<file path="src/rtl/rock_pkg.sv">
// Shared types and default constants for the cradle rocking controller.
package rock_pkg;

    localparam int LEVEL_W = 3;
    localparam int HART_W  = 6;

    localparam int DEF_MAX_LEVEL      = 7;
    localparam int DEF_HIGH_HART      = 45;
    localparam int DEF_LOW_HART       = 25;
    localparam int DEF_HOLD_SAMPLES   = 4;
    localparam int DEF_SETTLE_SAMPLES = 6;

    typedef enum logic [2:0] {
        IDLE    = 3'd0,
        RAMP    = 3'd1,
        HOLD    = 3'd2,
        DOWN    = 3'd3,
        SETTLED = 3'd4
    } state_t;

endpackage

</file>
<file path="src/rtl/hart_history.sv">
// Three-deep heart-rate history with fill tracking and stability detect.
module hart_history
    import rock_pkg::*;
(
    input  logic              slow,
    input  logic              reset,
    input  logic              sample,
    input  logic [HART_W-1:0] hart,
    output logic              stable_now
);

    logic [HART_W-1:0] h1, h2, h3;
    logic [1:0]        fill;

    always_ff @(posedge slow or posedge reset) begin
        if (reset) begin
            h1   <= '0;
            h2   <= '0;
            h3   <= '0;
            fill <= '0;
        end else if (sample) begin
            h1 <= hart;
            h2 <= h1;
            h3 <= h2;
            if (fill != 2'd3)
                fill <= fill + 2'd1;
        end
    end

    // Incoming value plus all three stored values must agree.
    assign stable_now = sample && (fill == 2'd3) &&
                        (hart == h1) && (h1 == h2) && (h2 == h3);

endmodule

</file>
<file path="src/rtl/rock_level_ctrl.sv">
// Rocking-level state machine: ramps up on stress, holds, steps down when calm.
module rock_level_ctrl
    import rock_pkg::*;
#(
    parameter int MAX_LEVEL      = DEF_MAX_LEVEL,
    parameter int HIGH_HART      = DEF_HIGH_HART,
    parameter int LOW_HART       = DEF_LOW_HART,
    parameter int HOLD_SAMPLES   = DEF_HOLD_SAMPLES,
    parameter int SETTLE_SAMPLES = DEF_SETTLE_SAMPLES
) (
    input  logic               slow,
    input  logic               reset,
    input  logic               enable,
    input  logic               sample,
    input  logic [HART_W-1:0]  hart,
    output logic [LEVEL_W-1:0] level,
    output logic               motor_on,
    output logic [2:0]         state,
    output logic               stable,
    output logic               calm
);

    localparam int HOLD_W   = $clog2(HOLD_SAMPLES) + 1;
    localparam int SETTLE_W = $clog2(SETTLE_SAMPLES) + 1;

    localparam logic [LEVEL_W-1:0]  LVL_MAX     = LEVEL_W'(MAX_LEVEL);
    localparam logic [LEVEL_W-1:0]  LVL_ONE     = LEVEL_W'(1);
    localparam logic [HART_W-1:0]   HI_TH       = HART_W'(HIGH_HART);
    localparam logic [HART_W-1:0]   LO_TH       = HART_W'(LOW_HART);
    localparam logic [HOLD_W-1:0]   HOLD_LAST   = HOLD_W'(HOLD_SAMPLES - 1);
    localparam logic [SETTLE_W-1:0] SETTLE_LAST = SETTLE_W'(SETTLE_SAMPLES - 1);

    state_t               state_q, state_n;
    logic [LEVEL_W-1:0]   level_q, level_n;
    logic [HOLD_W-1:0]    hold_q, hold_n;
    logic [SETTLE_W-1:0]  settle_q, settle_n;
    logic                 calm_q, calm_n;
    logic                 motor_q, stable_q;
    logic                 stable_now;
    logic                 hi, lo, legal;
    logic [LEVEL_W-1:0]   level_up, level_dn;

    hart_history u_hist (
        .slow       (slow),
        .reset      (reset),
        .sample     (sample),
        .hart       (hart),
        .stable_now (stable_now)
    );

    assign hi       = (hart >= HI_TH);
    assign lo       = (hart <= LO_TH);
    assign legal    = state_q inside {IDLE, RAMP, HOLD, DOWN, SETTLED};
    assign level_up = (level_q >= LVL_MAX) ? LVL_MAX : level_q + LVL_ONE;
    assign level_dn = (level_q == '0) ? '0 : level_q - LVL_ONE;

    always_ff @(posedge slow or posedge reset) begin
        if (reset) begin
            state_q  <= IDLE;
            level_q  <= '0;
            hold_q   <= '0;
            settle_q <= '0;
            calm_q   <= 1'b0;
            motor_q  <= 1'b0;
            stable_q <= 1'b0;
        end else begin
            state_q  <= state_n;
            level_q  <= level_n;
            hold_q   <= hold_n;
            settle_q <= settle_n;
            calm_q   <= calm_n;
            motor_q  <= (level_n != '0);
            if (sample)
                stable_q <= stable_now;
        end
    end

    always_comb begin
        state_n  = state_q;
        level_n  = level_q;
        hold_n   = hold_q;
        settle_n = settle_q;
        calm_n   = 1'b0;
        if (!enable || !legal) begin
            state_n  = IDLE;
            level_n  = '0;
            hold_n   = '0;
            settle_n = '0;
        end else if (sample) begin
            case (state_q)
                IDLE: begin
                    if (hi) begin
                        level_n = LVL_ONE;
                        state_n = RAMP;
                    end
                end
                RAMP: begin
                    if (hi) begin
                        level_n = level_up;
                    end else begin
                        state_n = HOLD;
                        hold_n  = '0;
                    end
                end
                HOLD: begin
                    if (hi) begin
                        level_n = level_up;
                        state_n = RAMP;
                        hold_n  = '0;
                    end else if (stable_now && lo) begin
                        if (hold_q >= HOLD_LAST) begin
                            state_n = DOWN;
                            hold_n  = '0;
                        end else begin
                            hold_n = hold_q + 1'b1;
                        end
                    end else begin
                        hold_n = '0;
                    end
                end
                DOWN: begin
                    if (hi) begin
                        level_n = level_up;
                        state_n = RAMP;
                    end else begin
                        level_n = level_dn;
                        if (level_dn == '0) begin
                            state_n  = SETTLED;
                            settle_n = '0;
                            calm_n   = 1'b1;
                        end
                    end
                end
                SETTLED: begin
                    if (hi) begin
                        level_n  = LVL_ONE;
                        state_n  = RAMP;
                        settle_n = '0;
                    end else if (settle_q >= SETTLE_LAST) begin
                        state_n  = IDLE;
                        settle_n = '0;
                    end else begin
                        settle_n = settle_q + 1'b1;
                    end
                end
                default: ;
            endcase
        end
    end

    assign level    = level_q;
    assign motor_on = motor_q;
    assign state    = state_q;
    assign stable   = stable_q;
    assign calm     = calm_q;

endmodule

</file>
<file path="config.mk">
export PLATFORM = sky130hd
export DESIGN_NAME = rock_level_ctrl
export DESIGN_NICKNAME = d
export VERILOG_FILES = /design/src/rtl/rock_pkg.sv /design/src/rtl/hart_history.sv /design/src/rtl/rock_level_ctrl.sv
export SDC_FILE = /design/constraint.sdc
export NUM_CORES = 1
export LEC_CHECK = 0
export BUFFER_PORTS_ARGS = -buffer_cell sky130_fd_sc_hd__buf_2
export CORE_MARGIN = 2
export CORE_UTILIZATION = 40
export CTS_CLUSTER_SIZE = 30
export DETAILED_ROUTE_END_ITERATION = 8
export HOLD_SLACK_MARGIN = 0.1
export PLACE_DENSITY = 0.68
export SLEW_MARGIN = 20
export SYNTH_ARGS = -nofsm -noshare
export SYNTH_HDL_FRONTEND = slang
export SYNTH_HIERARCHICAL = 1
export SYNTH_SLANG_ARGS = --single-unit
</file>
<file path="constraint.sdc">
create_clock -name slow -period 6.6 [get_ports slow]
set_clock_uncertainty 0.2 [all_clocks]
set_input_delay 0 -clock slow [delete_from_list [all_inputs] [get_ports slow]]
set_output_delay 0 -clock slow [all_outputs]
set_load 0.05 [all_outputs]
</file>
# Yosys cells after proc, flatten, opt, wreduce, memory -nomap -nowiden
# Index checks and enable logic that the tools add are counted.
[word_totals] reg_bits=36 input_bits=10 output_inout_bits=9 wordCells=100
[op_classes] n_addsub=5 n_lt_le_gt_ge=5 n_eq_ne=17 n_mux=39 n_reduce_logical=23
[ops] op="$mux 3" count=24
[ops] op="$mux 4" count=6
[ops] op="$eq 6x6->1" count=3
[ops] op="$ne 4x2->1 const B" count=4
[ops] op="$pmux 3 s5" count=1
[ops] op="$logic_not 3->1" count=3
[ops] op="$ne 3x2->1 const B" count=3
[ops] op="$pmux 3 s3" count=1
[ops] op="$reduce_bool 3->1" count=3
[ops] op="$pmux 4 s2" count=1
[ops] op="$reduce_and 8->1" count=1
[ops] op="$add 3x1->3 const B" count=2
[ops] op="$eq 3x2->1 const B" count=2
[ops] op="$ge 6x6->1 const B" count=1
[ops] op="$le 6x5->1 const B" count=1
[ops] op="$pmux 3 s2" count=1
[ops] op="$reduce_bool 6->1" count=1
[ops] op="$logic_and 1x1->1" count=5
[ops] op="$mux 1" count=5
[ops] op="$reduce_bool 5->1" count=1
[ops] op="$add 4x1->4 const B" count=1
[ops] op="$ge 4x3->1 const B" count=1
[ops] op="$reduce_and 4->1" count=1
[ops] op="$reduce_or 2->1" count=2
[ops] op="14 further kinds" count=15

# Logic depth before layout (Yosys ltp)
[depth] depth_word=11 mapped_depth=8 ltp_nobuf=8

# By module
# Netlist, hierarchy kept.
[by_module_without_submodules] mod="rock_level_ctrl" instances=1 cells_each=145 area_per_inst_um2=1244.9 seq_area_each_um2=400.4
[by_module_without_submodules] mod="hart_history" instances=1 cells_each=69 area_per_inst_um2=918.4 seq_area_each_um2=500.5

# Worst setup path before layout
# No wires, ideal clock.
[synth_timing] kind="reg-to-reg" startpoint="register u_hist.h3[3]" endpoint="register hold_q[2]" arrival_time_ns=2.437 required_ns=6.335 slack_ns=3.897 stages_incl_launch_ff=9 n_path_buf=0 period_less_slack_ns=2.703 cell_sequence="dfrtp_1 > or4_1 > a222oi_1 > nand4_1 > a2111oi_2 > nand3b_1 > or4_4 > nor3_2 > mux2_1"
[synth_between] elab_chain_cells=8
[synth_lines] element="from (decl)" line_no="hart_history.sv:12" rtl="logic [HART_W-1:0] h1, h2, h3;"
[synth_lines] element="from (signal assigned)" line_no="hart_history.sv:19" rtl="h3 <= '0;"
[synth_lines] element="from (signal assigned)" line_no="hart_history.sv:24" rtl="h3 <= h2;"
[synth_lines] element="$eq 6x6->1" line_no="hart_history.sv:32" rtl="(hart == h1) && (h1 == h2) && (h2 == h3);"
[synth_lines] element="$logic_and 1x1->1" line_no="hart_history.sv:32"
[synth_lines] element="named net stable_now" line_no="rock_level_ctrl.sv:39" rtl="logic stable_now;"
[synth_lines] element="$logic_and 1x1->1" line_no="rock_level_ctrl.sv:110" rtl="end else if (stable_now && lo) begin"
[synth_lines] element="$mux 3" line_no="rock_level_ctrl.sv:110"
[synth_lines] element="$mux 3" line_no="rock_level_ctrl.sv:106" rtl="if (hi) begin"
[synth_lines] element="$pmux 3 s2" line_no="rock_level_ctrl.sv:90" rtl="case (state_q)"
[synth_lines] element="$mux 3" line_no="rock_level_ctrl.sv:89" rtl="end else if (sample) begin"
[synth_lines] element="$mux 3" line_no="rock_level_ctrl.sv:84" rtl="if (!enable || !legal) begin"
[synth_lines] element="to (signal assigned)" line_no="rock_level_ctrl.sv:69" rtl="hold_q <= hold_n;"
[synth_lines] element="to (decl)" line_no="rock_level_ctrl.sv:35" rtl="logic [HOLD_W-1:0] hold_q, hold_n;"
# The timed path passes the listed nets, and every way through them passes these cells. The select of a mux whose other input is x is not followed.
# A chain may end at the register's enable or synchronous reset.

# Final worst setup path
# Ends and elaborated chain as after synthesis.

==> results.sh <==
export IMPL_critical_path_top_delay_family="simple AND/OR/NAND/NOR gates"
export IMPL_nets=260
export IMPL_worst_path_max_delay_cell="or4_1"
export IMPL_avgRoutedWirePerCell_um=13.93
export IMPL_drive_above_1_share_pct=24.17
export IMPL_synth_top_cell_area_share_pct=41.64
export IMPL_clk_pin_slew_ps=80
export IMPL_vias_per_cell=5.365
export IMPL_grt_pass1_vias=1531
export IMPL_end_kind="flip-flop"
export IMPL_yosysMostFrequentCell="dfrtp_1"
export IMPL_rows=26
export IMPL_critPathLaunchType="flip-flop"
export IMPL_clkLatencyLatePin_ps=290
export IMPL_die_h_um=77.54
export IMPL_syn_inst=214
export IMPL_grt_max_degree=37
export IMPL_power_density_nw_per_um2=215.5
export IMPL_antennaDiodeCount=0
export IMPL_syn_area_per_cell_um2=10.11
export IMPL_finish_utilization_pct=48.21
export IMPL_fin_crit_sh_pct=44.07
export IMPL_timing_max_cap_violations=0
export IMPL_core_um2=5172
export IMPL_antenna_found_initial=0
export IMPL_layout_min_cycle_time_ps=2909
export IMPL_syn_num_nets=235
export IMPL_cts_tree="done"
export IMPL_tightest_slew_ps=753.8
export IMPL_hpwl_um=2926
export IMPL_synth_edf_count=0
export IMPL_drc=0
export IMPL_synth_flop_cell="dfrtp_1"
export IMPL_numClockSinks=36
export IMPL_gr_total_overflow=0
export IMPL_cp_max_fo=3
export IMPL_wirelength_um=4319
export IMPL_hold_viol=0
export IMPL_synth_top_cell_by_area="dfrtp_1"
export IMPL_syn2layout_area_growth_pct=15.27
export IMPL_num_io_pins=19
export IMPL_ys_seq_elements=36
export IMPL_reg2reg_slack_ps=3690
export IMPL_place_gp_congestion=0.8565
export IMPL_yosysSeqAreaShare_pct=41.64
export IMPL_first_iter_violations=81
export IMPL_path_cells="or4_1 -> a222oi_1 -> nand4_1 -> a2111oi_2 -> nand3b_1 -> or4_4 -> nor3_2 -> mux2_1"
export IMPL_synth_async_reset_ratio_pct=100.0
export IMPL_ff_latch_area_um2=900.9
export IMPL_grt_pass1_wl_um=7293
export IMPL_timing_hold_ws_ps=123.8
export IMPL_synthTopCellsByArea="dfrtp_1 42%, mux2_2 11%, ha_1 6.4%, nand2_1 3.5%, inv_1 2.8%"
export IMPL_setup_viol_count_final=0
export IMPL_slew_limit_headroom_pct=49.69
export IMPL_pwr_share_comb_pct=15.5
export IMPL_power_internal_uw=399.1
export IMPL_synth_distinct_cells=50
export IMPL_fillers=490
export IMPL_rsz0062_at_grt="false"
export IMPL_io_buffers=18
export IMPL_yosys_warnings=6
export IMPL_p_sw_share_pct=25.75
export IMPL_die_area_um2=6012
export IMPL_drtPass1Iterations=4
export IMPL_worst_path_largest_cell_delay_ps=540
export IMPL_route_antenna_remaining_nets=0
export IMPL_hold_class="in -> async"
export IMPL_cp_required_ps=6630
export IMPL_status="finished, final reports clean"
export IMPL_multi_input_area_um2=1167
export IMPL_track_usage_pct=15.01
export IMPL_critical_path_class="reg -> reg"
export IMPL_vdd_drop_max_mv=0.1083
export IMPL_die_x_um=77.54
export IMPL_critPathArrivalTime_ps=2940
export IMPL_synth_common_cells="36 x dfrtp_1, 21 x mux2_2, 20 x nand2_1"
export IMPL_cts_setup_buffers=0
export IMPL_htree_levels=2
export IMPL_cts_max_path_buffers=2
export IMPL_switchingPower_uw=138.4
export IMPL_fmax_ghz=0.3438
export IMPL_cts_root_buf="clkbuf_8"
export IMPL_p_clk_share_pct=35.4
export IMPL_route_vias_total=1663
export IMPL_slew_viol_final=0
export IMPL_syn_area_um2=2163
export IMPL_tns_ps=0
export IMPL_cts_buffers=5
export IMPL_start_util_pct=41.82
export IMPL_power_frac_seq_pct=49.1
export IMPL_cp_num_buf_inv=0
export IMPL_leakagePower_uw=0.001103
metrics by stage:
stage / area [um^2] / setup slack, ps / instances / total power [uW]
after global placement: 2306 / 3766 / 294 / 344.3
after global routing: 2494 / 3478 / 310 / 567.0
after CTS: 2494 / 3696 / 310 / 541.8
after floorplan: 2163 / 3897 / 214 / 326.4
after detailed placement: 2306 / 3717 / 294 / 347.9
final: 2494 / 3691 / 310 / 537.4
worst reg2reg max path: cells and delay by family, from the launching register on:
kind | cells | cell delay [ps]
flops | 1 | 390
simple gates | 5 | 1450
compound gates | 2 | 680
mux | 1 | 140
timing repair:
action,in CTS,in global routing
endpoints found under the hold margin,53,0
gates resized for setup,0,0
hold buffers,8,0
power by group through the flow:
stage               registers, uW  clock network (uW)  logic [uW]
finish                        264                 190        83.1
CTS                           264                 194        84.2
detailed placement            268                   0        79.8
floorplan                     267                   0        59.8
global route                  268                 205        93.1
global placement              267                   0        77.4
flip-flops by register name, indices dropped and copies added, names as in the netlist:
name,flops
state,3
u_hist/h1,6
calm,1
stable,1
level,3
settle_q,4
u_hist/h3,6
hold_q,3
u_hist/h2,6
motor_on,1
u_hist/fill,2
layout make-up:
type / count / area share [%]
Sequential cell: 36 / 36.13
Timing Repair Buffer: 26 / 6.824
Tap cell: 70 / 3.512
Multi-Input combinational cell: 154 / 46.81
Clock inverter: 2 / 1.405
Inverter: 16 / 2.408
Clock buffer: 6 / 2.910
logic make-up (layout without fill, tap and decap cells):
family | after synthesis | after routing | synth area share (%)
AND/OR/NAND/NOR | 66 | 66 | 17.00
AO/OA/AOI/OAI | 47 | 47 | 15.50
flip-flops | 36 | 36 | 41.64
multiplexers | 27 | 27 | 13.88
buffers and inverters | 24 | 50 | 4.396
adder cells (fa/ha/maj) | 11 | 11 | 6.362
XOR/XNOR | 3 | 3 | 1.215
final timing paths:
| check | start | endpoint | depth (start not counted) |
|---|---|---|---|
| hold reg to reg | u_hist/fill[0]$_DFFE_PP0P_ | u_hist/fill[0]$_DFFE_PP0P_ | 1 |
| max in group asynchronous | reset | u_hist/h2[3]$_DFFE_PP0P_ | 3 |
| setup reg to reg | u_hist/h3[3]$_DFFE_PP0P_ | hold_q[2]$_DFFE_PP0P_ | 8 |
| setup / recovery | u_hist/h3[3]$_DFFE_PP0P_ | hold_q[2]$_DFFE_PP0P_ | 8 |
| min in group slow | sample | calm$_DFF_PP0_ | 3 |
| hold / removal | reset | stable$_DFFE_PP0P_ | 3 |
metal layers:
metal	track usage (%)	vias up	routed length, um
met3	3.488	8	117
met2	22.35	24	1962
met4	5.714	0	78
met5	0	-	0
li1	-	830	-
met1	21.23	801	2161
placed cells by master (no fill, tap or decap), drive strengths merged, types with 2 or more instances in the layout:
master and n:
ha 11, mux2i 3, clkbuf 6, nand3 2
nor3 10, nand3b 2, a31oi 3, buf 18
a2111oi 2, nor4 2, o31ai 2, o22ai 3
xnor2 2, and3 3, dfrtp 36, nand2 20
nand2b 3, o211ai 4, mux2 24, a21oi 7
or4 3, nor2b 5, inv 16, dlygate4sd3 8
nand4 4, o21ai 13, nor2 7
Power figures use the tool's default switching activity.
